[src/rtl/bram_port_arbiter_if.sv]
// Requester-side bundle: per-requester valid/ready access channel and the id-routed read return.
// The arbiter takes the slave view; the requester group (or bench) takes the master view.
interface bram_port_arbiter_if #(
  parameter int NUM_REQ    = 4,
  parameter int ADDR_WIDTH = 13,
  parameter int DATA_WIDTH = 32
);
  logic [NUM_REQ-1:0]            req_valid;
  logic [NUM_REQ-1:0]            req_ready;
  logic [NUM_REQ-1:0]            req_we;
  logic [NUM_REQ-1:0]            req_lock;
  logic [NUM_REQ*ADDR_WIDTH-1:0] req_addr;
  logic [NUM_REQ*DATA_WIDTH-1:0] req_wdata;
  logic [NUM_REQ-1:0]            resp_valid;
  logic [DATA_WIDTH-1:0]         resp_data;

  modport master (
    output req_valid, req_we, req_lock, req_addr, req_wdata,
    input  req_ready, resp_valid, resp_data
  );

  modport slave (
    input  req_valid, req_we, req_lock, req_addr, req_wdata,
    output req_ready, resp_valid, resp_data
  );
endinterface

[src/rtl/bram_port_arbiter.sv]
// Shares one BRAM port among NUM_REQ requesters; grant and BRAM drive are combinational (0-cycle issue),
// reads return RD_LATENCY cycles later routed by id; an ungranted requester just holds valid and waits.
module bram_port_arbiter #(
  parameter int  NUM_REQ    = 4,
  parameter int  ADDR_WIDTH = 13,
  parameter int  DATA_WIDTH = 32,
  parameter int  RD_LATENCY = 3,
  localparam int ID_W       = $clog2(NUM_REQ)
) (
  input  logic                  clk,
  input  logic                  rst,
  input  logic [1:0]            arb_mode,
  input  logic [ID_W-1:0]       sel_idx,
  bram_port_arbiter_if.slave    req_bus,
  output logic [ADDR_WIDTH-1:0] bram_addr,
  output logic [DATA_WIDTH-1:0] bram_din,
  input  logic [DATA_WIDTH-1:0] bram_dout,
  output logic                  bram_en,
  output logic                  bram_we,
  output logic [ID_W-1:0]       grant_idx,
  output logic                  busy
);

  localparam logic [1:0] MODE_STATIC = 2'b00;
  localparam logic [1:0] MODE_FIXED  = 2'b01;
  localparam logic [1:0] MODE_RR     = 2'b10;

  typedef enum logic {UNLOCKED = 1'b0, LOCKED = 1'b1} lock_state_e;

  lock_state_e     lock_state, lock_state_d;
  logic [ID_W-1:0] lock_owner, lock_owner_d;
  logic [ID_W-1:0] rr_ptr, rr_ptr_d;
  logic            lock_vld;

  logic            grant_vld;
  logic [ID_W-1:0] grant;
  int              rr_idx;
  logic            rd_fire;

  logic [RD_LATENCY-1:0]           pipe_vld;
  logic [RD_LATENCY-1:0][ID_W-1:0] pipe_id;
  logic                            resp_fire;
  logic [DATA_WIDTH-1:0]           resp_hold;

  function automatic logic [ID_W-1:0] next_idx(input logic [ID_W-1:0] i);
    return (int'(i) == NUM_REQ - 1) ? '0 : i + 1'b1;
  endfunction

  assign lock_vld = (lock_state == LOCKED);

  // Grant selection; a held lock overrides arb_mode and sel_idx entirely.
  always_comb begin : grant_sel
    grant_vld = 1'b0;
    grant     = '0;
    rr_idx    = 0;
    if (!rst) begin
      if (lock_vld) begin
        if (req_bus.req_valid[lock_owner]) begin
          grant_vld = 1'b1;
          grant     = lock_owner;
        end
      end else begin
        case (arb_mode)
          MODE_STATIC: begin
            if (int'(sel_idx) < NUM_REQ) begin
              if (req_bus.req_valid[sel_idx]) begin
                grant_vld = 1'b1;
                grant     = sel_idx;
              end
            end
          end
          MODE_FIXED: begin
            // Scan high to low so the lowest valid index is the last writer.
            for (int i = NUM_REQ - 1; i >= 0; i--) begin
              if (req_bus.req_valid[i]) begin
                grant_vld = 1'b1;
                grant     = ID_W'(i);
              end
            end
          end
          MODE_RR: begin
            for (int k = NUM_REQ - 1; k >= 0; k--) begin
              rr_idx = (int'(rr_ptr) + k) % NUM_REQ;
              if (req_bus.req_valid[rr_idx]) begin
                grant_vld = 1'b1;
                grant     = ID_W'(rr_idx);
              end
            end
          end
          default: begin
            grant_vld = 1'b0;
          end
        endcase
      end
    end
  end

  assign req_bus.req_ready = grant_vld ? (NUM_REQ'(1) << grant) : '0;
  assign grant_idx         = grant;

  always_comb begin : bram_drive
    bram_en   = grant_vld;
    bram_we   = grant_vld & req_bus.req_we[grant];
    bram_addr = '0;
    bram_din  = '0;
    if (grant_vld) begin
      bram_addr = req_bus.req_addr[int'(grant)*ADDR_WIDTH +: ADDR_WIDTH];
      bram_din  = req_bus.req_wdata[int'(grant)*DATA_WIDTH +: DATA_WIDTH];
    end
  end

  assign rd_fire = grant_vld & ~req_bus.req_we[grant];

  // Lock FSM; rr_ptr is frozen while locked and restarts after the owner on release.
  always_comb begin : lock_next
    lock_state_d = lock_state;
    lock_owner_d = lock_owner;
    rr_ptr_d     = rr_ptr;
    case (lock_state)
      UNLOCKED: begin
        if (grant_vld) begin
          if (arb_mode == MODE_RR) begin
            rr_ptr_d = next_idx(grant);
          end
          if (req_bus.req_lock[grant]) begin
            lock_state_d = LOCKED;
            lock_owner_d = grant;
          end
        end
      end
      LOCKED: begin
        if (!req_bus.req_valid[lock_owner] ||
            (grant_vld && !req_bus.req_lock[lock_owner])) begin
          lock_state_d = UNLOCKED;
          rr_ptr_d     = next_idx(lock_owner);
        end
      end
      default: begin
        lock_state_d = UNLOCKED;
      end
    endcase
  end

  always_ff @(posedge clk) begin : lock_reg
    if (rst) begin
      lock_state <= UNLOCKED;
      lock_owner <= '0;
      rr_ptr     <= '0;
    end else begin
      lock_state <= lock_state_d;
      lock_owner <= lock_owner_d;
      rr_ptr     <= rr_ptr_d;
    end
  end

  always_ff @(posedge clk) begin : rd_pipe
    if (rst) begin
      pipe_vld <= '0;
      pipe_id  <= '0;
    end else begin
      pipe_vld[0] <= rd_fire;
      pipe_id[0]  <= grant;
      for (int s = 1; s < RD_LATENCY; s++) begin
        pipe_vld[s] <= pipe_vld[s-1];
        pipe_id[s]  <= pipe_id[s-1];
      end
    end
  end

  assign resp_fire          = pipe_vld[RD_LATENCY-1] & ~rst;
  assign req_bus.resp_valid = resp_fire ? (NUM_REQ'(1) << pipe_id[RD_LATENCY-1]) : '0;

  // BRAM dout is only meaningful on the return cycle, so keep the last returned word.
  always_ff @(posedge clk) begin : resp_reg
    if (rst) begin
      resp_hold <= '0;
    end else if (resp_fire) begin
      resp_hold <= bram_dout;
    end
  end

  assign req_bus.resp_data = resp_fire ? bram_dout : resp_hold;
  assign busy              = lock_vld | (|pipe_vld);

endmodule
[src/flat_wrapper.sv]
// flat-port wrapper written by rule: the top's interface ports become plain ports
module bram_port_arbiter_flat 
#(
  parameter int  NUM_REQ    = 4,
  parameter int  ADDR_WIDTH = 13,
  parameter int  DATA_WIDTH = 32,
  parameter int  RD_LATENCY = 3,
  localparam int ID_W       = $clog2(NUM_REQ)
)
  (clk, rst, arb_mode, sel_idx, bram_addr, bram_din, bram_dout, bram_en, bram_we, grant_idx, busy, req_bus_req_valid, req_bus_req_we, req_bus_req_lock, req_bus_req_addr, req_bus_req_wdata, req_bus_req_ready, req_bus_resp_valid, req_bus_resp_data);
  bram_port_arbiter_if #(.NUM_REQ(NUM_REQ), .ADDR_WIDTH(ADDR_WIDTH), .DATA_WIDTH(DATA_WIDTH)) req_bus_i ();
  input  logic clk;
  input  logic rst;
  input  logic [1:0] arb_mode;
  input  logic [ID_W-1:0] sel_idx;
  output logic [ADDR_WIDTH-1:0] bram_addr;
  output logic [DATA_WIDTH-1:0] bram_din;
  input  logic [DATA_WIDTH-1:0] bram_dout;
  output logic bram_en;
  output logic bram_we;
  output logic [ID_W-1:0] grant_idx;
  output logic busy;
  input wire logic [$bits(req_bus_i.req_valid)-1:0] req_bus_req_valid;
  input wire logic [$bits(req_bus_i.req_we)-1:0] req_bus_req_we;
  input wire logic [$bits(req_bus_i.req_lock)-1:0] req_bus_req_lock;
  input wire logic [$bits(req_bus_i.req_addr)-1:0] req_bus_req_addr;
  input wire logic [$bits(req_bus_i.req_wdata)-1:0] req_bus_req_wdata;
  output wire logic [$bits(req_bus_i.req_ready)-1:0] req_bus_req_ready;
  output wire logic [$bits(req_bus_i.resp_valid)-1:0] req_bus_resp_valid;
  output wire logic [$bits(req_bus_i.resp_data)-1:0] req_bus_resp_data;
  assign req_bus_i.req_valid = req_bus_req_valid;
  assign req_bus_i.req_we = req_bus_req_we;
  assign req_bus_i.req_lock = req_bus_req_lock;
  assign req_bus_i.req_addr = req_bus_req_addr;
  assign req_bus_i.req_wdata = req_bus_req_wdata;
  assign req_bus_req_ready = req_bus_i.req_ready;
  assign req_bus_resp_valid = req_bus_i.resp_valid;
  assign req_bus_resp_data = req_bus_i.resp_data;
  bram_port_arbiter #(.NUM_REQ(NUM_REQ), .ADDR_WIDTH(ADDR_WIDTH), .DATA_WIDTH(DATA_WIDTH), .RD_LATENCY(RD_LATENCY)) u_core (.clk(clk), .rst(rst), .arb_mode(arb_mode), .sel_idx(sel_idx), .req_bus(req_bus_i), .bram_addr(bram_addr), .bram_din(bram_din), .bram_dout(bram_dout), .bram_en(bram_en), .bram_we(bram_we), .grant_idx(grant_idx), .busy(busy));
endmodule
[config.mk]
export PLATFORM = sky130hd
export DESIGN_NAME = bram_port_arbiter_flat
export DESIGN_NICKNAME = d
export VERILOG_FILES = /design/src/rtl/bram_port_arbiter_if.sv /design/src/rtl/bram_port_arbiter.sv /design/src/flat_wrapper.sv
export SDC_FILE = /design/constraint.sdc
export NUM_CORES = 1
export LEC_CHECK = 0
export BUFFER_PORTS_ARGS = -buffer_cell sky130_fd_sc_hd__buf_2
export CAP_MARGIN = 20
export CELL_PAD_IN_SITES_DETAIL_PLACEMENT = 1
export CELL_PAD_IN_SITES_GLOBAL_PLACEMENT = 1
export CORE_ASPECT_RATIO = 0.75
export CORE_MARGIN = 2
export CORE_UTILIZATION = 31
export DETAILED_ROUTE_END_ITERATION = 12
export MAX_ROUTING_LAYER = met4
export PLACE_DENSITY = 0.86
export SLEW_MARGIN = 5
export SYNTH_ARGS = -nofsm -noshare
export SYNTH_HDL_FRONTEND = slang
export SYNTH_SLANG_ARGS = --single-unit
export TNS_END_PERCENT = 5
[constraint.sdc]
create_clock -name clk -period 4.2 [get_ports clk]
set_input_delay 0.84 -clock clk [delete_from_list [all_inputs] [get_ports clk]]
set_output_delay 0.84 -clock clk [all_outputs]
set_load 0.02 [all_outputs]
==> impl_summary.log, run 1 <==
INFO  metric arrival_time_of_data_at_the_critical_path_endpoint = 3090 ps
INFO  metric ctsHtreeMaxLevel = 2
INFO  metric power_leakage = 3.122 nW
INFO  metric max-clock-path-buffers = 2
INFO  metric gp_routability_congestion = 0.9196
INFO  metric overflow = 0
INFO  metric syn_area = 4491 µm²
INFO  metric timing.slew.headroom = 62.27%
INFO  metric synth.distinct_cells = 47
INFO  metric drive_above_1_share = 61.07%
INFO  metric whs_path_depth = 1
INFO  metric yosys_register_bits = 46
INFO  metric grt_first_pass_wirelength = 26.75 mm
INFO  metric crit_path_end_kind = output port
INFO  metric areaGrowthSynthToFinish = 42.57%
INFO  metric power.density_cell_area = 219.9 nW/µm²
INFO  metric worst_path_dominant_cell_family = multiplexers
INFO  metric drt_wl_total = 18.22 mm
INFO  metric cts-hold-fix-buffers = 0
INFO  metric antenna-diode-count = 0
INFO  metric worst_r2r_path_depth = 11
INFO  metric crit_chain = buf_2 -> mux2_2 -> and3_4 -> a311o_1 -> a21oi_1 -> or2_2 -> buf_12 -> mux2i_1 -> and2_1 -> buf_2
INFO  metric origin_of_the_worst_min_delay_path = u_core.pipe_id[3]
INFO  metric critical-path-slowest-cell = a311o_1
INFO  metric antenna_violations_before_repair = 0
INFO  metric setup_viol = 0
INFO  metric clockRootBuffer = clkbuf_16
INFO  metric syn-mean-instance-area = 8.255 µm²
INFO  metric critPathMostFrequentCell = buf_2
INFO  metric cts.repair_timing.setup_buffer_count = 0
INFO  metric rows = 38
INFO  metric timing.final.max_slew_violations = 0
INFO  metric port_buffers = 319
INFO  metric tightest_slew = 561.2 ps
INFO  metric area_fraction_of_the_dominant_cell_type_after_synthesis = 20.51%
INFO  metric place.detailed.hpwl = 14.68 mm
INFO  metric timing.hold.ws = 445.7 ps
INFO  metric post_drt_via_cell_ratio = 4.942
INFO  metric detail-route-antenna-nets = 0
INFO  metric initial_core_util = 31.38%
INFO  metric synth_flop_cell = dfxtp_1
INFO  metric min_period_over_period = 93.55%
INFO  metric grt_pass1_vias = 5130
INFO  metric ctsResizeCount = 0
INFO  metric worstReg2RegEnd = u_core.rr_ptr[1]
INFO  metric ir_drop = 157.3 µV
INFO  metric synth_seq_area_share = 20.51%
INFO  metric synth_nets = 779
INFO  metric cp_slowest_stage_delay = 360 ps
INFO  metric drc = 0
INFO  metric design.final.nets = 1074
INFO  metric avgRoutedWirePerCell = 17.52 µm
INFO  metric grt_start_max_net_pins = 51
INFO  metric post-synth-top-area-cell = dfxtp_1
INFO  metric dr.first_iter.drc_count = 247
INFO  metric timing.clock.skew = 2.943 ps
INFO  metric timing.setup.critical_path_class = input pin to output port
INFO  metric die_area = 15470 µm²
INFO  metric cts_num_sinks = 46
INFO  metric syn-instance-count = 544
INFO  metric peak_fanout_along_the_critical_path = 50
INFO  metric postSynth.asyncResetShare = 0%
INFO  metric yosysWarnings = 0
INFO  metric via_count = 5140
INFO  metric clk_latency = 290 ps
INFO  metric holdPathEnd = u_core.pipe_id[5]
INFO  metric status = complete, no violations
INFO  metric dieHeight = 108.2 µm
INFO  metric layout.filler_cells = 1846
INFO  metric timing.final.hold_violations = 0
INFO  metric critical_path.n_buffers_inverters = 3
INFO  metric ys_top_cells_by_area = dfxtp_1, mux2_2, o211ai_2, a21oi_2, nand2_1
INFO  metric worst-endpoint-required = 3360 ps
INFO  metric synth-edff-count = 0
INFO  metric max_freq = 0.2545 GHz
INFO  metric reg2reg_slack = 1610 ps
INFO  metric grt_setup_unrepaired = false
INFO  metric rr_startpoint = u_core.rr_ptr[0]
INFO  metric final.min_clock_period = 3929 ps
INFO  metric cts_buffers = 5
INFO  metric core_area = 14310 µm²
INFO  metric die_w = 143.0 µm
INFO  metric min-delay-path-class = flop to flop
INFO  metric grt.total_usage = 22.66%
INFO  metric pin_count = 320
INFO  metric cts.clk_slew.worst_paths = 60 ps
INFO  metric detail_route.first_pass.iterations = 4
INFO  metric drv_cap = 0
INFO  metric critPathLaunchType = input pin
INFO  metric cts_tree = yes
INFO  metric fin_setup_tns = 0 ps
## how the worst max path moves through the flow
| stage | from | endpoint | slack [ps] | depth (start not counted) |
|---|---|---|---|---|
| 6_report | sel_idx[0] | bram_we | 270 | 10 |
| 5_1_grt | sel_idx[0] | bram_we | 110 | 10 |
| 4_1_cts | sel_idx[0] | bram_we | 190 | 10 |
| 3_5_place_dp | sel_idx[0] | bram_we | 200 | 10 |
| 3_3_place_gp | sel_idx[0] | bram_we | 240 | 10 |
| 2_1_floorplan | req_bus_req_valid[2] | req_bus_req_ready[3] | 630 | 11 |
## worst register-to-register path, delay by kind of cell, from the launching register on
| kind | cells | cell delay (ps) |
|---|---|---|
| adder cells (fa/ha/maj) | 1 | 280 |
| flip-flops | 1 | 400 |
| buffers and inverters | 3 | 440 |
| AO/OA/AOI/OAI | 5 | 1040 |
| AND/OR/NAND/NOR | 2 | 290 |
## layout make-up
cell class                 instances  area, µm²  area share, %
multi-input combinational        438       3234          50.52
timing repair buffer             337       1794          28.02
sequential                        46      920.9          14.38
tap                              200      250.2          3.909
clock buffer                       7      152.6          2.384
inverter                          11      41.29         0.6449
clock inverter                     1      8.758         0.1368
## metrics by stage
stage	area [µm²]	power [mW]	setup WS (ps)	cells	utilization (%)
finish	6402	1.408	271.0	1040	44.74
floorplan	4491	0.7780	634.7	544	-
global route	6402	1.493	105.2	1040	44.74
global placement	6241	0.9864	236.8	1032	43.61
detailed placement	6241	1.000	195.1	1032	43.61
CTS	6402	1.422	191.4	1040	44.74
## power by group
part / internal, mW / total [mW] / switching, mW
clock: 0.254 / 0.420 / 0.165
sequential: 0.445 / 0.453 / 0.00775
combinational: 0.228 / 0.535 / 0.307
## flip-flops by register name (all words and copies together), names as in the netlist
register,cells
u_core.lock_state,1
u_core.pipe_vld,3
u_core.rr_ptr,2
u_core.pipe_id,6
u_core.lock_owner,2
u_core.resp_hold,32
## cells in the mapped netlist, types with 2 or more instances
master	n
o2111ai_1	2
buf_12	4
clkbuf_1	20
mux2_1	16
nand2_2	30
nand2b_1	5
o211ai_2	31
buf_6	6
inv_1	10
dfxtp_1	46
nand2_1	67
o21ai_0	5
nor2_1	54
buf_2	12
o31ai_1	2
nor2b_1	12
and3_1	6
mux2i_1	6
a211oi_1	5
o211ai_1	18
ha_1	5
o21ai_1	2
buf_4	2
a21oi_1	17
nor3_1	2
nor4_1	3
buf_1	5
mux2_2	65
nand3_1	4
a21oi_2	32
and2_1	34
## kinds of logic after synthesis
group,share of synthesized area (%)
flops,20.51
buf+inv,7.969
mux,22.15
simple gates,24.41
compound gates,23.57
fa+ha+maj,1.393
## cells in the final DEF (no fill, tap or decap), drive strengths merged, types with 11 or more instances in the layout
| master | instances |
|---|---|
| inv | 11 |
| dfxtp | 46 |
| o211ai | 49 |
| nand2 | 97 |
| a21oi | 49 |
| mux2 | 81 |
| nor2b | 12 |
| nor2 | 54 |
| and2 | 34 |
| buf | 337 |
## routing by layer
| layer | share of wire (%) | track usage [%] | vias to the layer above |
|---|---|---|---|
| met1 | 42 | 27.18 | 2409 |
| met3 | 6.4 | 3.809 | 26 |
| met4 | 1.5 | 5.021 | 0 |
| met5 | 0 | - | - |
| met2 | 50 | 39.95 | 225 |
| li1 | - | - | 2480 |
(Power assumes the default switching activity.)
==> inputs of run 2 (changes only) <==
- SETUP_SLACK_MARGIN: unset -> 0.5
==> run 2 against run 1 <==
Against the previous run:
- sequential power is essentially flat
- total power rose by 3.6%
- via count increased by 1.1%
- critical endpoint is now req_bus_req_ready[3]
- cell area increased by 6.0%
- largest cell class unchanged
- die area unchanged
==> impl_summary.log, run 2 (same netlist as run 1, synthesis figures left out) <==
INFO  metric pin_count = 320
INFO  metric worst-endpoint-required = 3360 ps
INFO  metric cts_num_sinks = 46
INFO  metric crit_chain = buf_12 -> nor2b_4 -> a221o_1 -> a311o_1 -> a21oi_2 -> or2_4 -> clkinv_8 -> buf_8 -> ha_2 -> and3_4 -> buf_6
INFO  metric holdPathEnd = u_core.pipe_id[5]
INFO  metric initial_core_util = 31.38%
INFO  metric placedCellCount = 1032
INFO  metric reg2reg_slack = 1520 ps
INFO  metric dieHeight = 108.2 µm
INFO  metric grt_start_max_net_pins = 50
INFO  metric timing.final.max_slew_violations = 0
INFO  metric layout_common_cells = buf_2, nand2_1, mux2_2
INFO  metric design.final.nets = 1088
INFO  metric grt_pass1_vias = 5200
INFO  metric detail-route-antenna-nets = 0
INFO  metric max-clock-path-buffers = 2
INFO  metric critical_path.n_buffers_inverters = 4
INFO  metric ir_drop = 158.3 µV
INFO  metric cts_buffers = 5
INFO  metric min_period_over_period = 87.85%
INFO  metric origin_of_the_worst_min_delay_path = u_core.pipe_id[3]
INFO  metric critical-path-slowest-cell = a311o_1
INFO  metric arrival_time_of_data_at_the_critical_path_endpoint = 2850 ps
INFO  metric sequentialPowerShare = 31.1%
INFO  metric grt_setup_unrepaired = true
INFO  metric power_switching = 0.4985 mW
INFO  metric via_count = 5196
INFO  metric crit_path_end_kind = output port
INFO  metric die_area = 15470 µm²
INFO  metric grt_first_pass_wirelength = 27.47 mm
INFO  metric power.density_cell_area = 214.8 nW/µm²
INFO  metric seq_area = 920.9 µm²
INFO  metric largest_register_ff_count = 32
INFO  metric whs_path_depth = 1
INFO  metric place.detailed.hpwl = 14.68 mm
INFO  metric post_drt_via_cell_ratio = 4.930
INFO  metric timing.setup.critical_path_class = input pin to output port
INFO  metric setup_viol = 0
INFO  metric detail_route.first_pass.iterations = 4
INFO  metric min-delay-path-class = flop to flop
INFO  metric biggestRegsByFlops = u_core.resp_hold x32, u_core.pipe_id x6, u_core.pipe_vld x3
INFO  metric rows = 38
INFO  metric drv_cap = 0
INFO  metric die_w = 143.0 µm
INFO  metric drt_wl_total = 19.10 mm
INFO  metric dr.first_iter.drc_count = 309
INFO  metric cp_num_cells = 11
INFO  metric worst_path_dominant_cell_family = compound AO/OA/AOI/OAI gates
INFO  metric clockRootBuffer = clkbuf_16
INFO  metric timing.clock.skew = 3.343 ps
INFO  metric overflow = 0
INFO  metric fin_setup_tns = 0 ps
INFO  metric status = complete, no violations
INFO  metric timing.slew.headroom = 62.70%
INFO  metric power_switching_share = 34.19%
INFO  metric worstReg2RegEnd = u_core.rr_ptr[1]
INFO  metric drc = 0
INFO  metric top_register = u_core.resp_hold
INFO  metric cts.clk_slew.worst_paths = 60 ps
INFO  metric cp_slowest_stage_delay = 400 ps
INFO  metric port_buffers = 319
INFO  metric ctsHtreeMaxLevel = 2
INFO  metric power.combinational.fraction = 40.0%
INFO  metric worst_r2r_path_depth = 11
INFO  metric cts-hold-fix-buffers = 0
INFO  metric cts_tree = yes
INFO  metric multiInputGateArea = 3316 µm²
INFO  metric power_leakage = 3.253 nW
INFO  metric peak_fanout_along_the_critical_path = 8
INFO  metric postLayoutCoreUtil = 47.43%
INFO  metric antenna_violations_before_repair = 0
INFO  metric final.min_clock_period = 3690 ps
INFO  metric areaGrowthSynthToFinish = 51.16%
INFO  metric rr_startpoint = u_core.rr_ptr[0]
INFO  metric clk_latency = 280 ps
INFO  metric core_area = 14310 µm²
INFO  metric most_common_cell_after_layout_fill_and_taps_aside = buf_2
INFO  metric drive_above_1_share = 63.58%
INFO  metric tightest_slew = 554.8 ps
INFO  metric power.clock.fraction = 28.9%
INFO  metric layout.filler_cells = 1821
INFO  metric antenna-diode-count = 0
INFO  metric critPathLaunchType = input pin
INFO  metric grt.total_usage = 23.43%
INFO  metric cell_internal_pwr = 0.9593 mW
INFO  metric gp_routability_congestion = 0.9196
INFO  metric final-instance-count-excl-fill = 1054
INFO  metric timing.final.hold_violations = 0
INFO  metric max_freq = 0.2710 GHz
INFO  metric avgRoutedWirePerCell = 18.12 µm
## run 2: changes by cell type in the layout (fill, tap and decap cells not counted), moves of 3 or more
cell / previous run / this run
buf_2: 319 / 303
buf_6: 0 / 10
and3_1: 6 / 3
and3_4: 1 / 4
buf_4: 13 / 25
buf_12: 5 / 8
## run 2: worst register-to-register path, cell delays in order (launching register included)
cell and delay [ps]:
dfxtp_1 410, inv_1 120, a221o_1 330, a311o_1 400, a21oi_2 150, or2_4 220, clkinv_8 100, buf_8 150
ha_2 260, nor2b_1 120, a211oi_1 200, a211oi_1 80
## run 2: final cells by class
type | count | share of cell area, %
Clock buffer | 7 | 2.249
Clock inverter | 1 | 0.1290
Inverter | 11 | 0.7926
Multi-Input combinational cell | 438 | 48.85
Sequential cell | 46 | 13.57
Tap cell | 200 | 3.687
Timing Repair Buffer | 351 | 30.73
## run 2: timing repair
action / CTS / global route
gates cloned: 2 / 1
buffers inserted: 4 / 7
endpoints found under the setup margin: 50 / 50
pin swaps: 2 / 8
gates resized for setup: 9 / 53
endpoints found under the hold margin: 0 / 0
## run 2: stage by stage
stage	cell area, µm²	hold slack (ps)	setup WS (ps)	power [mW]
detailed placement	6241	435.1	195.1	1.000
CTS	6544	453.0	458.4	1.441
global placement	6241	415.9	236.8	0.9864
global route	6788	465.7	444.0	1.541
finish	6788	446.1	510.1	1.458
floorplan	4491	413.8	634.7	0.7780
## run 2: worst max path at each step
stage / start / endpoint / slack [ps]
after floorplan: req_bus_req_valid[2] / req_bus_req_ready[3] / 630
after global placement: sel_idx[0] / bram_we / 240
after detailed placement: sel_idx[0] / bram_we / 200
after CTS: req_bus_req_valid[2] / req_bus_req_ready[3] / 460
after global routing: req_bus_req_valid[2] / req_bus_req_ready[3] / 440
final: req_bus_req_valid[2] / req_bus_req_ready[3] / 510
## run 2: per-layer routing
layer	routed length [µm]	vias to the layer above	GRT usage [%]
met5	0	-	-
met4	272	0	5.021
met3	1192	23	3.543
met2	9601	219	41.42
met1	8035	2443	28.34
li1	-	2511	-
## run 2: power by group through the flow
stage / logic [mW] / clock network [mW] / registers, mW
4_1_cts: 0.560 / 0.429 / 0.453
2_1_floorplan: 0.320 / 0 / 0.458
3_3_place_gp: 0.524 / 0 / 0.462
5_1_grt: 0.629 / 0.458 / 0.454
6_report: 0.583 / 0.421 / 0.453
3_5_place_dp: 0.538 / 0 / 0.463
